**config.mk**
```make
export PLATFORM = sky130hd
export DESIGN_NAME = code_sender
export DESIGN_NICKNAME = d
export VERILOG_FILES = /design/src/rtl/code_pkg.sv /design/src/rtl/code_shifter.sv /design/src/rtl/code_sender.sv
export SDC_FILE = /design/constraint.sdc
export NUM_CORES = 1
export LEC_CHECK = 0
export CAP_MARGIN = 20
export CORE_MARGIN = 2
export CORE_UTILIZATION = 55
export DETAILED_ROUTE_END_ITERATION = 6
export GPL_TIMING_DRIVEN = 0
export HOLD_SLACK_MARGIN = 0.15
export PLACE_DENSITY = 0.94
export SLEW_MARGIN = 5
export SYNTH_ARGS = -nofsm -noshare
export SYNTH_HDL_FRONTEND = slang
export SYNTH_SLANG_ARGS = --single-unit
```
**constraint.sdc**
```tcl
create_clock -name clk -period 2.9 [get_ports clk]
set_clock_uncertainty 0.15 [all_clocks]
set_input_delay 0.725 -clock clk [delete_from_list [all_inputs] [get_ports clk]]
set_output_delay 0.725 -clock clk [all_outputs]
set_load 0.03 [all_outputs]
```
**src/rtl/code_pkg.sv**
```systemverilog
`default_nettype none
// ============================================================================
//  Module   : code_pkg
//  Brief    : Shared state encoding and helpers for the code sender/detector.
//  Revision : 1.0  initial release
// ============================================================================
package code_pkg;

    // FSM state encoding, also exposed on the sender's state output
    typedef enum logic [1:0] {
        ST_IDLE = 2'd0,
        ST_SEND = 2'd1,
        ST_GAP  = 2'd2
    } code_state_e;

    localparam int unsigned STATE_W = 2;

    // Width of a counter that must reach n-1; never narrower than one bit
    function automatic int unsigned cnt_width(input int unsigned n);
        return (n > 1) ? $clog2(n) : 1;
    endfunction

endpackage
`default_nettype wire

```
**src/rtl/code_shifter.sv**
```systemverilog
`default_nettype none
// ============================================================================
//  Module   : code_shifter
//  Brief    : MSB-first shift register with a saturating bit counter. On load
//             the word's MSB is handed out by the caller, so the register keeps
//             the remaining bits and bit_o always presents the next bit to send.
//  Revision : 1.0  initial release
// ============================================================================
module code_shifter
    import code_pkg::*;
#(
    parameter int CODE_W = 4
) (
    input  logic              clk,
    input  logic              rst,
    input  logic              load_i,
    input  logic              shift_i,
    input  logic [CODE_W-1:0] data_i,
    output logic              bit_o,
    output logic              last_o
);

    localparam int unsigned CNT_W = cnt_width(CODE_W);
    localparam logic [CNT_W-1:0] LAST_CNT = CNT_W'(CODE_W - 1);

    logic [CODE_W-1:0] sh_q, sh_d;
    logic [CNT_W-1:0]  cnt_q, cnt_d;

    // Next-state: load drops the MSB (already on the line), shift stops at the last bit
    always_comb begin
        sh_d  = sh_q;
        cnt_d = cnt_q;
        if (load_i) begin
            sh_d  = {data_i[CODE_W-2:0], 1'b0};
            cnt_d = '0;
        end else if (shift_i && (cnt_q != LAST_CNT)) begin
            sh_d  = {sh_q[CODE_W-2:0], 1'b0};
            cnt_d = cnt_q + CNT_W'(1);
        end
    end

    // Register stage with asynchronous clear
    always_ff @(posedge clk or posedge rst) begin
        if (rst) begin
            sh_q  <= '0;
            cnt_q <= '0;
        end else begin
            sh_q  <= sh_d;
            cnt_q <= cnt_d;
        end
    end

    assign bit_o  = sh_q[CODE_W-1];
    assign last_o = (cnt_q == LAST_CNT);

endmodule
`default_nettype wire

```
**src/rtl/code_sender.sv**
```systemverilog
`default_nettype none
// ============================================================================
//  Module   : code_sender
//  Brief    : Serialises a latched code word MSB first, repeated max(rep,1)
//             times with idle-high gaps, abortable, with registered outputs.
//  Revision : 1.0  initial release
// ============================================================================
module code_sender
    import code_pkg::*;
#(
    parameter int CODE_W   = 4,
    parameter int GAP_BITS = 2,
    parameter int REP_W    = 3
) (
    input  logic               clk,
    input  logic               rst,
    input  logic               start,
    input  logic [CODE_W-1:0]  code_in,
    input  logic [REP_W-1:0]   rep_in,
    input  logic               abort,
    output logic               x,
    output logic               x_valid,
    output logic               ready,
    output logic               done,
    output logic [STATE_W-1:0] state
);

    localparam bit                HAS_GAP  = (GAP_BITS > 0);
    localparam int unsigned       GAP_CW   = cnt_width(GAP_BITS);
    localparam logic [GAP_CW-1:0] GAP_LAST = GAP_CW'((GAP_BITS > 0) ? GAP_BITS - 1 : 0);
    localparam logic [REP_W-1:0]  REP_ONE  = REP_W'(1);

    code_state_e        state_q;
    logic               x_q, xv_q, rdy_q, done_q;
    logic [CODE_W-1:0]  code_q;
    logic [REP_W-1:0]   rep_q;
    logic [GAP_CW-1:0]  gap_q;

    logic               w_accept, w_last_frame, w_frame_end;
    logic               w_load, w_shift, w_sh_bit, w_sh_last;
    logic [CODE_W-1:0]  w_load_data;

    // Control decode shared by the FSM and the shifter
    always_comb begin
        w_accept     = (state_q == ST_IDLE) && start && !abort;
        w_last_frame = (rep_q == REP_ONE);
        w_frame_end  = ((state_q == ST_SEND) && w_sh_last && !HAS_GAP) ||
                       ((state_q == ST_GAP) && (gap_q == GAP_LAST));
        w_load       = w_accept || (!abort && w_frame_end && !w_last_frame);
        w_load_data  = w_accept ? code_in : code_q;
        w_shift      = (state_q == ST_SEND) && !abort && !w_sh_last;
    end

    code_shifter #(
        .CODE_W (CODE_W)
    ) u_shifter (
        .clk     (clk),
        .rst     (rst),
        .load_i  (w_load),
        .shift_i (w_shift),
        .data_i  (w_load_data),
        .bit_o   (w_sh_bit),
        .last_o  (w_sh_last)
    );

    // Transfer FSM; every output is a flop updated alongside the state
    always_ff @(posedge clk or posedge rst) begin
        if (rst) begin
            state_q <= ST_IDLE;
            x_q     <= 1'b1;
            xv_q    <= 1'b0;
            rdy_q   <= 1'b1;
            done_q  <= 1'b0;
            code_q  <= '0;
            rep_q   <= '0;
            gap_q   <= '0;
        end else begin
            done_q <= 1'b0;
            case (state_q)
                ST_IDLE: begin
                    if (w_accept) begin
                        state_q <= ST_SEND;
                        x_q     <= code_in[CODE_W-1];
                        xv_q    <= 1'b1;
                        rdy_q   <= 1'b0;
                        code_q  <= code_in;
                        rep_q   <= (rep_in == '0) ? REP_ONE : rep_in;
                    end
                end
                ST_SEND: begin
                    if (abort) begin
                        state_q <= ST_IDLE;
                        x_q     <= 1'b1;
                        xv_q    <= 1'b0;
                        rdy_q   <= 1'b1;
                    end else if (!w_sh_last) begin
                        x_q <= w_sh_bit;
                    end else if (HAS_GAP) begin
                        state_q <= ST_GAP;
                        x_q     <= 1'b1;
                        xv_q    <= 1'b0;
                        gap_q   <= '0;
                    end else if (w_last_frame) begin
                        state_q <= ST_IDLE;
                        x_q     <= 1'b1;
                        xv_q    <= 1'b0;
                        rdy_q   <= 1'b1;
                        done_q  <= 1'b1;
                    end else begin
                        rep_q <= rep_q - REP_ONE;
                        x_q   <= code_q[CODE_W-1];
                    end
                end
                ST_GAP: begin
                    if (abort) begin
                        state_q <= ST_IDLE;
                        rdy_q   <= 1'b1;
                    end else if (gap_q == GAP_LAST) begin
                        if (w_last_frame) begin
                            state_q <= ST_IDLE;
                            rdy_q   <= 1'b1;
                            done_q  <= 1'b1;
                        end else begin
                            state_q <= ST_SEND;
                            rep_q   <= rep_q - REP_ONE;
                            x_q     <= code_q[CODE_W-1];
                            xv_q    <= 1'b1;
                        end
                    end else begin
                        gap_q <= gap_q + GAP_CW'(1);
                    end
                end
                default: begin
                    state_q <= ST_IDLE;
                    x_q     <= 1'b1;
                    xv_q    <= 1'b0;
                    rdy_q   <= 1'b1;
                end
            endcase
        end
    end

    assign x       = x_q;
    assign x_valid = xv_q;
    assign ready   = rdy_q;
    assign done    = done_q;
    assign state   = state_q;

endmodule
`default_nettype wire

```
Yosys cells after proc, flatten, opt, wreduce, memory -nomap -nowiden
Cells that the tools add are included.
{ "op_classes": {"mux": 46, "n_eq_ne": 15, "reduce_logical": 24, "addsub": 3} }
{ "op_table": {"columns": ["op", "count"], "rows": [
  ["1-bit two-way mux", 25],
  ["3-bit two-way mux", 6],
  ["2-bit inequality test, second input constant", 8],
  ["2-bit two-way mux", 7],
  ["4-bit AND reduction", 3],
  ["5-bit AND reduction", 2],
  ["3-bit inequality test, second input constant", 3],
  ["1-bit case mux with 3 select lines", 3],
  ["1-bit logical AND", 8],
  ["4-bit two-way mux", 2],
  ["2-bit case mux with 3 select lines", 1],
  ["3-bit case mux with 2 select lines", 1],
  ["2-bit nonzero test", 3],
  ["2-bit == test, second input constant", 2],
  ["3-bit by 1-bit == test with 1-bit output, second input constant", 1],
  ["1-bit zero test", 3],
  ["3-bit zero test", 1],
  ["3-bit AND reduction", 1],
  ["3-bit by 1-bit subtractor with 3-bit output, second input constant", 1],
  ["2-bit by 1-bit adder with 2-bit output, second input constant", 1],
  ["2-bit by 1-bit == test with 1-bit output, second input constant", 1],
  ["2-bit zero test", 1],
  ["1-bit case mux with 2 select lines", 1],
  ["2-bit AND reduction", 1],
  ["2 further kinds", 2]
]} }
{ "totals": {"inputBits": 11, "regBits": 20, "wordCells": 99} }

Longest topological paths before layout
Gate-level depths: netlist of the first run.
{ "logic_depth": {"depth_word": 6, "ltp_mapped": 7} }

Cells and area by module
A second synthesis of the first run with hierarchy kept.
{ "unflattened": {"cells_unflattened": 103, "area_unflattened_um2": 1067.3} }
{ "modules_own_cells": {"columns": ["mod", "area_each_um2", "seq_area_each_um2", "n_inst", "cells_each"], "rows": [
  ["code_sender", 822.0, 352.8, 1, 81],
  ["code_shifter", 245.2, 125.1, 1, 22]
]} }

Least setup slack after synthesis of the first run
OpenSTA, ideal clock, no wires.
{ "synth_path": {"kind": "input-to-reg", "start": "input abort", "end": "register rep_q[2]", "slack_ps": 1057, "t_arrival_ps": 1599, "required_time_ps": 2656, "stages": 5, "cell_sequence": "buf_4 nor4b_4 buf_2 nor2_1 a221oi_2"} }
{ "synth_between": {"elab_chain_len": 4, "word_cells_on_any_way": 5} }
{ "synth_rtl": {"columns": ["item", "line", "rtl"], "rows": [
  ["start: declaration", "code_sender.sv:20", "input logic abort,"],
  ["1-bit zero test", "code_sender.sv:45", "w_accept = (state_q == ST_IDLE) && start && !abort;"],
  ["1-bit logical AND", "code_sender.sv:45", null],
  ["2-bit inequality test (no line)", null, null],
  ["5-bit AND reduction (no line) (*)", null, null],
  ["end signal: assignment", "code_sender.sv:87", "rep_q <= (rep_in == '0) ? REP_ONE : rep_in;"],
  ["end signal: assignment", "code_sender.sv:110", "rep_q <= rep_q - REP_ONE;"],
  ["end signal: assignment", "code_sender.sv:125", "rep_q <= rep_q - REP_ONE;"],
  ["end: declaration", "code_sender.sv:36", "logic [REP_W-1:0] rep_q;"]
]} }
Mark *: on every way between the ends. The rest lies on a longest branch, timed or not.
A chain may end at the register's enable or synchronous reset.

Final worst setup path of the first run
{ "layout_path": {"start": "register state_q[0], in the netlist state[0]", "end": "output state[0]"} }
{ "layout_rtl": {"columns": ["item", "line", "rtl"], "rows": [
  ["start: declaration", "code_sender.sv:33", "code_state_e state_q;"],
  ["start signal: assignment", "code_sender.sv:69", "state_q <= ST_IDLE;"],
  ["start signal: assignment", "code_sender.sv:82", "state_q <= ST_SEND;"],
  ["start signal: assignment", "code_sender.sv:92", "state_q <= ST_IDLE;"],
  ["end: declaration", "code_sender.sv:25", "output logic [STATE_W-1:0] state"]
]} }
No word-level cell between the ends.

==> run_results.csv, run 1 <==
group,metric,value,unit
floorplanning,die_w,47.0,microns
global_route,grt_start_max_net_pins,20,
placement,pre_cts_slack,0.549,ns
finish,ff_latch_area,478,sq um
run,cap_viol_max_count,0,
power,total_power,795,uW
critical_path,endpoint_kind,"output pin",
clock_tree,postCtsSetupRepairBufs,0,
placement,dp_hpwl,1.48,mm
critical_path,worstSetupStartpointType,"register",
finish,multi_input_area,482,sq um
critical_path,arrival,1.58,ns
logic_synthesis,async_reset_ff_share,100,%
global_route,grt_pass1_wl,3.47,mm
routing,vias_per_cell,5.63,
power,cellLeakagePower,0.000531,uW
critical_path,path_class,"reg -> out",
timing,rsz0062_at_grt,"no",
power,power_density,649,nW/um^2
logic_synthesis,yosysUniqueCellTypes,33,
clock_tree,cts_tree,"yes",
logic_synthesis,synth_compound_area_share,16.0,%
logic_synthesis,synth_area_leaders,"dfrtp_1 42%, nand2_1 7.4%, dfstp_2 5.2%, nand3_1 3.9%, o21ai_0 3.9%",
routing,post-route-drc-count,0,
clock_tree,clkLatencyLatePin,0.30,ns
routing,wl_per_cell,13.3,microns
placement,gp_congestion,0.826,
routing,first_pass_iters,4,
floorplanning,die_y,47.0,microns
logic_synthesis,synth-xor-area-share,0,%
global_route,grt_antenna_before_repair,0,
logic_synthesis,yosysWarnings,0,
finish,fill_cells,147,
placement,placed_cells,148,
critical_path,cp_top_family,"buffers and inverters",
timing,fin_ws,0.449,ns
logic_synthesis,synth_fp_nets,122,
logic_synthesis,synth_area,1020,sq um
run_status,outcome,"completed",
timing,slew_headroom,52.8,%
clock_tree,cts_buffers,3,
finish,syn_to_final_growth,20.6,%
floorplanning,start_util,58.8,%
clock_tree,clockBufferDepth,2,
global_route,grtUsageTotal,23.0,%
clock_tree,ctsResizeCount,0,
routing,wl,2.03,mm
logic_synthesis,synth_top_cell_area_share,41.9,%
critical_path,critPathRequiredTime,2.03,ns
global_route,overflow,0,
logic_synthesis,ys_seq_area_share,47.0,%
timing,hold_viol_final,0,
power,vdd_drop_max,0.000423,V
floorplanning,rows,15,
timing,max_freq,408,MHz
timing,setup_tns,0,ns
timing,tightestPinTransition,0.707,ns
clock_tree,postCtsHoldBufs,0,
logic_synthesis,synth_mux_area_share,0.985,%
routing,drt-initial-drc-count,34,
logic_synthesis,synth_ff_type,"dfrtp_1",
logic_synthesis,synth_edf_count,0,
routing,final_antenna_net_count,0,
critical_path,cp_slowest_cell,"clkdlybuf4s50_1",
critical_path,critPathBufInv,1,
clock_tree,cts_sinks,19,
routing,vias,855,
timing,fin_crit_sh,84.5,%
logic_synthesis,netlist_instances,108,
finish,stdcell_count,152,
critical_path,crit_chain,"clkdlybuf4s50_1",
clock_tree,clkTransAtPathRegs,0.11,ns
placement,port_buffers,15,
logic_synthesis,yosysTopAreaCell,"dfrtp_1",
finish,layout-drive-gt1-share,14.2,%
global_route,grt_pass1_vias,790,
timing,drv_slew,0,
finish,n_antenna_cell,0,
critical_path,critPathMaxStageDelay,0.74,ns
clock_tree,cts_max_level,1,
clock_tree,cts-root-buf,"clkbuf_4",
timing,setup_viol,0,
logic_synthesis,synth-adder-area-share,3.69,%
floorplanning,core_region_area,1730,sq um
logic_synthesis,synth-seq-cells,19,
logic_synthesis,synth_simple_gate_area_share,26.7,%
hold_path,min_path_type,"reg -> reg",
finish,fin_nets,142,
critical_path,cp_max_fo,7,
logic_synthesis,synth_top_family_by_area,"simple AND/OR/NAND/NOR gates",
floorplanning,die_area,2210,sq um
logic_synthesis,synth.avg_cell_area,9.41,sq um
timing,finalCriticalPeriod,2.45,ns
floorplanning,ioPinCount,17,
## cells in the final DEF (no fill, tap or decap), types with 2 or more instances in the layout
master,Yosys,final
nand2_1,20,20
dfrtp_1,17,17
clkdlybuf4s50_1,0,15
nor2_1,8,8
o21ai_0,8,8
nand3_1,8,8
inv_1,6,6
a21oi_1,4,4
buf_2,3,3
ha_1,3,3
clkbuf_4,0,3
nand2b_1,2,2
nand3b_1,2,2
nor2b_2,2,2
a222oi_1,2,2
o21ai_1,2,2
o211ai_1,2,2
dfstp_2,2,2
## cell type report
type	instances	share of cell area (%)
multi-input cells	78	39.3
flip-flops and latches	19	39.0
repair buffers	15	12.3
plain buffers	5	2.76
well taps	25	2.55
clock buffers	3	1.84
inverters	6	1.84
clock inverters	1	0.409
## metal layers
layer,vias up,part of all wire (%),track usage [%]
li1,419,-,-
met1,408,44,29.9
met2,23,50,37.5
met3,5,3.7,2.31
met4,0,2.5,13.3
met5,-,0,0
## cell families after synthesis
logic type / after synthesis
buf+inv: 11
mux: 1
simple gates: 50
flops: 19
fa+ha+maj: 3
compound gates: 24
## Yosys cell counts (2+ instances only)
cell,n
a21oi_1,4
a222oi_1,2
buf_2,3
dfrtp_1,17
dfstp_2,2
ha_1,3
inv_1,6
nand2_1,20
nand2b_1,2
nand3_1,8
nand3b_1,2
nor2_1,8
nor2b_2,2
o211ai_1,2
o21ai_0,8
o21ai_1,2
## registers in the layout, indices dropped and copies added, names as in the netlist
| signal | count |
|---|---|
| u_shifter.cnt_q | 2 |
| code_q | 4 |
| x | 1 |
| gap_q | 1 |
| u_shifter.sh_q | 3 |
| state | 2 |
| rep_q | 3 |
| done | 1 |
| ready | 1 |
| x_valid | 1 |
## final timing paths
path                                             from                    end  slack (ns)  cells after the start
min in group asynchronous                         rst  code_q[0]$_DFFE_PP0P_        0.67                      2
worst min-delay path            code_q[3]$_DFFE_PP0P_  code_q[3]$_DFFE_PP0P_        0.35                      2
worst min register to register  code_q[3]$_DFFE_PP0P_  code_q[3]$_DFFE_PP0P_        0.35                      2
worst max-delay path             state[0]$_DFFE_PP0P_               state[0]        0.45                      1
max in group asynchronous                         rst   state[1]$_DFFE_PP0P_        1.49                      2
worst max register to register   state[1]$_DFFE_PP0P_   rep_q[0]$_DFFE_PP0P_        1.10                      5
## power breakdown
group / total (uW) / switching, uW / internal (uW) / leakage, uW
combinational: 266 / 151 / 116 / 0.000278
sequential: 394 / 50.3 / 343 / 0.000235
clock: 135 / 83.9 / 51.5 / 0.0000177
total: 795 / 285 / 510 / 0.000531
## per-stage QoR
step	hold slack (ns)	instance area, sq um	utilization (%)
floorplan	0.295	1020	-
global placement	0.309	1200	69.3
detailed placement	0.317	1200	69.3
CTS	0.343	1220	70.9
global route	0.375	1220	70.9
finish	0.345	1220	70.9
Power figures use the tool's default switching activity.
==> run 2, diff against run 1 <==
--- a/config.mk
+++ b/config.mk
@@ -7,11 +7,11 @@
 export LEC_CHECK = 0
 export CAP_MARGIN = 20
 export CORE_MARGIN = 2
-export CORE_UTILIZATION = 55
+export CORE_UTILIZATION = 51
 export DETAILED_ROUTE_END_ITERATION = 6
 export GPL_TIMING_DRIVEN = 0
 export HOLD_SLACK_MARGIN = 0.15
-export PLACE_DENSITY = 0.94
+export PLACE_DENSITY = 0.89
 export SLEW_MARGIN = 5
 export SYNTH_ARGS = -nofsm -noshare
 export SYNTH_HDL_FRONTEND = slang
==> constraint.sdc (replaced) <==
create_clock -name clk -period 2.3 [get_ports clk]
set_clock_uncertainty 0.15 [all_clocks]
set_input_delay 0.575 -clock clk [delete_from_list [all_inputs] [get_ports clk]]
set_output_delay 0.575 -clock clk [all_outputs]
set_load 0.03 [all_outputs]
==> run 2 against run 1 <==
Against the previous run:
- largest power group unchanged
- first-iteration DRC count grew 41%
- critical path type unchanged
- hold slack worse by 0.0030 ns
- via count up 4.9%
- total power rose by 28%
- largest cell class unchanged
- routed wire length grew 7.5%
==> run_results.csv, run 2 (same netlist as run 1, synthesis figures left out) <==
group,metric,value,unit
routing,drt-initial-drc-count,48,
hold_path,min_path_type,"reg -> reg",
run,cap_viol_max_count,0,
critical_path,rrSetupSlack,0.39,ns
global_route,overflow,0,
global_route,grt_pass1_wl,3.73,mm
clock_tree,cts_tree,"yes",
global_route,grt_start_max_net_pins,20,
placement,port_buffers,15,
routing,post-route-drc-count,0,
critical_path,worstSetupStartpointType,"register",
critical_path,critPathBufInv,1,
timing,rsz0062_at_grt,"no",
global_route,grt_antenna_before_repair,0,
floorplanning,rows,16,
floorplanning,die_y,48.6,microns
critical_path,cp_top_family,"buffers and inverters",
global_route,grtUsageTotal,20.8,%
placement,placed_cells,150,
timing,hold_viol_final,0,
run_status,outcome,"completed",
finish,syn_to_final_growth,20.7,%
critical_path,crit_chain,"clkdlybuf4s50_1",
finish,stdcell_count,154,
clock_tree,cts-root-buf,"clkbuf_4",
global_route,grt_pass1_vias,832,
floorplanning,start_util,52.9,%
clock_tree,cts_sinks,19,
critical_path,cp_max_fo,3,
routing,final_antenna_net_count,0,
finish,layout_common_cells,"20 x nand2_1, 17 x dfrtp_1, 14 x clkdlybuf4s50_1",
routing,wl,2.18,mm
floorplanning,ioPinCount,17,
routing,vias,897,
timing,finalCriticalPeriod,2.26,ns
critical_path,cp_slowest_cell,"clkdlybuf4s50_1",
power,vdd_drop_max,0.000499,V
clock_tree,clkLatencyLatePin,0.31,ns
timing,max_freq,442,MHz
finish,top_regs,"code_q: 4 flops, rep_q: 3 flops, u_shifter.sh_q: 3 flops",
floorplanning,die_w,48.6,microns
floorplanning,die_area,2370,sq um
clock_tree,postCtsHoldBufs,0,
timing,setup_tns,0,ns
clock_tree,cts_buffers,3,
placement,pre_cts_slack,0.0212,ns
routing,wl_per_cell,14.1,microns
critical_path,endpoint_kind,"output pin",
critical_path,critPathRequiredTime,1.57,ns
placement,dp_hpwl,1.61,mm
finish,ff_latch_area,478,sq um
finish,layout-drive-gt1-share,14.2,%
critical_path,arrival,1.54,ns
timing,slew_headroom,52.6,%
timing,fin_ws,0.0368,ns
clock_tree,cts_max_level,1,
timing,drv_slew,0,
finish,fill_cells,174,
power,power_density,832,nW/um^2
power,cellLeakagePower,0.000533,uW
critical_path,critPathMaxStageDelay,0.66,ns
timing,setup_viol,0,
critical_path,path_class,"reg -> out",
floorplanning,core_region_area,1920,sq um
finish,largest_register_ffs,4,
finish,top_register,"code_q",
finish,final_common_cell,"nand2_1",
routing,vias_per_cell,5.82,
clock_tree,clockBufferDepth,2,
routing,first_pass_iters,5,
timing,tightestPinTransition,0.710,ns
timing,fin_crit_sh,98.4,%
finish,multi_input_area,482,sq um
placement,gp_congestion,0.759,
clock_tree,clkTransAtPathRegs,0.11,ns
finish,n_antenna_cell,0,
finish,fin_nets,142,
==> run 2: changes by cell type in the layout (fill, tap and decap cells not counted) <==
cell	delta
clkdlybuf4s50_1	-1
dlygate4sd2_1	+1
==> run 2: path summary, 6_finish.rpt <==
check	from	to	cells past startpoint
worst max-delay path	ready$_DFFE_PP1P_	ready	1
worst min-delay path	code_q[3]$_DFFE_PP0P_	code_q[3]$_DFFE_PP0P_	2
worst max register to register	rep_q[1]$_DFFE_PP0P_	rep_q[0]$_DFFE_PP0P_	7
worst min register to register	code_q[3]$_DFFE_PP0P_	code_q[3]$_DFFE_PP0P_	2
max in group asynchronous	rst	code_q[3]$_DFFE_PP0P_	2
min in group asynchronous	rst	rep_q[1]$_DFFE_PP0P_	2
==> run 2: metal layers <==
| metal | part of all wire, % | routed length (microns) | up-vias | global-route usage (%) |
|---|---|---|---|---|
| met5 | 0 | 0 | - | 0 |
| met2 | 53 | 1150 | 36 | 37.7 |
| met3 | 5.1 | 112 | 7 | 3.40 |
| li1 | - | - | 417 | - |
| met4 | 2.5 | 55 | 0 | 11.0 |
| met1 | 40 | 861 | 437 | 23.3 |
==> run 2: power breakdown <==
group	switching, uW	internal [uW]	leakage [uW]	total (uW)
registers	65.6	433	0.000235	498
clock network	112	65.2	0.0000177	177
logic	199	145	0.000281	344
total	377	643	0.000533	1020
==> run 2: final cells by class <==
type / instances / area share (%)
plain buffers: 5 / 2.76
clock buffers: 3 / 1.84
clock inverters: 1 / 0.408
inverters: 6 / 1.84
multi-input cells: 78 / 39.3
flip-flops and latches: 19 / 39.0
well taps: 27 / 2.76
repair buffers: 15 / 12.1
==> run 2: through the flow <==
step	power (uW)	utilization (%)	cell area [sq um]	hold WS, ns
floorplan	724	-	1020	0.295
global placement	821	62.4	1200	0.306
detailed placement	848	62.4	1200	0.319
CTS	1020	63.8	1230	0.347
global route	1070	63.8	1230	0.367
finish	1020	63.8	1230	0.342
==> run 2: repair_timing <==
item | 4_1_cts | 5_1_grt
setup buffers | 0 | 0
gates resized for setup | 1 | 0
endpoints found under the setup margin | 1 | 0
==> run 3, diff against run 2 <==
--- a/config.mk
+++ b/config.mk
@@ -11,7 +11,7 @@
 export DETAILED_ROUTE_END_ITERATION = 6
 export GPL_TIMING_DRIVEN = 0
 export HOLD_SLACK_MARGIN = 0.15
-export PLACE_DENSITY = 0.89
+export PLACE_DENSITY_LB_ADDON = 0.25
 export SLEW_MARGIN = 5
 export SYNTH_ARGS = -nofsm -noshare
 export SYNTH_HDL_FRONTEND = slang
==> run 3 against run 2 <==
Against the previous run:
- non-clock buffer count is the same
- largest cell class unchanged
- total power decreased by 2.1%
- final cell count is the same
- via count shrank 3.7%
- design area did not move
- flip-flop and latch count unchanged
- critical path depth stayed put
- sequential share of layout area is the same
- global-route usage fell by 0.76 points
==> run_results.csv, run 3 (same netlist as run 1, synthesis figures left out) <==
group,metric,value,unit
run_status,outcome,"completed",
global_route,overflow,0,
clock_tree,cts_tree,"yes",
global_route,grt_pass1_wl,3.73,mm
global_route,grt_pass1_vias,934,
timing,hold_viol_final,0,
critical_path,arrival,1.52,ns
placement,dp_hpwl,1.53,mm
floorplanning,core_region_area,1920,sq um
floorplanning,die_w,48.6,microns
clock_tree,clkTransAtPathRegs,0.12,ns
hold_path,min_path_type,"reg -> reg",
finish,top_regs,"code_q: 4 flops, rep_q: 3 flops, u_shifter.sh_q: 3 flops",
routing,wl_per_cell,13.3,microns
finish,syn_to_final_growth,20.7,%
critical_path,cp_top_family,"buffers and inverters",
clock_tree,cts_buffers,3,
clock_tree,ctsResizeCount,1,
timing,finalCriticalPeriod,2.24,ns
critical_path,critPathMaxStageDelay,0.66,ns
placement,port_buffers,15,
critical_path,worstSetupStartpointType,"register",
clock_tree,postCtsHoldBufs,0,
global_route,grt_antenna_before_repair,0,
finish,stdcell_area,1230,sq um
floorplanning,rows,16,
clock_tree,cts_sinks,19,
critical_path,cp_max_fo,3,
critical_path,critPathBufInv,1,
timing,fin_crit_sh,97.5,%
clock_tree,cts_max_level,1,
clock_tree,cts-root-buf,"clkbuf_4",
routing,vias_per_cell,5.61,
critical_path,endpoint_kind,"output pin",
clock_tree,postCtsSetupRepairBufs,0,
global_route,grt_start_max_net_pins,20,
critical_path,critPathRequiredTime,1.57,ns
power,vdd_drop_max,0.000394,V
floorplanning,die_area,2370,sq um
finish,largest_register_ffs,4,
timing,tightestPinTransition,0.710,ns
finish,fin_nets,142,
clock_tree,clkLatencyLatePin,0.30,ns
critical_path,path_class,"reg -> out",
finish,final_common_cell,"nand2_1",
routing,vias,864,
routing,final_antenna_net_count,0,
routing,first_pass_iters,4,
timing,setup_viol,0,
placement,gp_congestion,0.813,
timing,rsz0062_at_grt,"no",
critical_path,crit_chain,"clkdlybuf4s50_1",
run,cap_viol_max_count,0,
timing,setup_tns,0,ns
floorplanning,die_y,48.6,microns
global_route,grtUsageTotal,20.1,%
finish,layout_common_cells,"20 x nand2_1, 17 x dfrtp_1, 14 x clkdlybuf4s50_1",
timing,drv_slew,0,
finish,layout-drive-gt1-share,14.2,%
placement,dpl_cell_area,1200,sq um
finish,n_antenna_cell,0,
floorplanning,start_util,52.9,%
routing,drt-initial-drc-count,24,
power,total_power,998,uW
critical_path,cp_slowest_cell,"clkdlybuf4s50_1",
power,power_density,814,nW/um^2
routing,wl,2.05,mm
timing,slew_headroom,52.6,%
floorplanning,ioPinCount,17,
clock_tree,clockBufferDepth,2,
timing,max_freq,446,MHz
timing,hold_ws,0.337,ns
power,cellLeakagePower,0.000533,uW
finish,top_register,"code_q",
routing,post-route-drc-count,0,
## run 3: cell counts in the layout (fill, tap and decap cells not counted)
Identical to the previous run, type by type.
## run 3: where the power goes
part / internal, uW / leakage, uW / switching [uW]
combinational: 144 / 0.000281 / 193
clock: 64.7 / 0.0000177 / 104
sequential: 433 / 0.000235 / 59.1
## run 3: path summary, 6_finish.rpt
check | start | to | slack (ns) | cells after the start
max reg2reg | state[1]$_DFFE_PP0P_ | rep_q[0]$_DFFE_PP0P_ | 0.48 | 5
min reg2reg | code_q[1]$_DFFE_PP0P_ | code_q[1]$_DFFE_PP0P_ | 0.34 | 2
min | code_q[1]$_DFFE_PP0P_ | code_q[1]$_DFFE_PP0P_ | 0.34 | 2
max in group asynchronous | rst | state[1]$_DFFE_PP0P_ | 1.02 | 2
max | ready$_DFFE_PP1P_ | ready | 0.06 | 1
min in group asynchronous | rst | code_q[1]$_DFFE_PP0P_ | 0.53 | 2
## run 3: layout make-up
class                   count  area [sq um]
fillers                   189           696
multi-input cells          78           482
well taps                  27          33.8
clock inverters             1          5.00
repair buffers             15           149
clock buffers               3          22.5
inverters                   6          22.5
plain buffers               5          33.8
flip-flops and latches     19           478
## run 3: through the flow
stage	std cells	setup slack [ns]	util [%]
after global placement	150	0.118	62.4
after CTS	154	0.0401	63.8
after global routing	154	0.0166	63.8
final	154	0.0581	63.8
after floorplan	108	0.602	-
after detailed placement	150	0.0925	62.4
## run 3: worst min-delay path, delay by kind of cell (launching register included)
kind,cells,cell delay [ns]
flip-flops,1,0.36
AND/OR/NAND/NOR,2,0.11
## run 3: per-layer routing
| metal | part of all wire [%] | GRT usage [%] | up-vias |
|---|---|---|---|
| li1 | - | - | 415 |
| met1 | 42 | 23.6 | 419 |
| met2 | 50 | 34.2 | 26 |
| met3 | 6.3 | 4.32 | 4 |
| met4 | 1.4 | 10.5 | 0 |
| met5 | 0 | 0 | - |
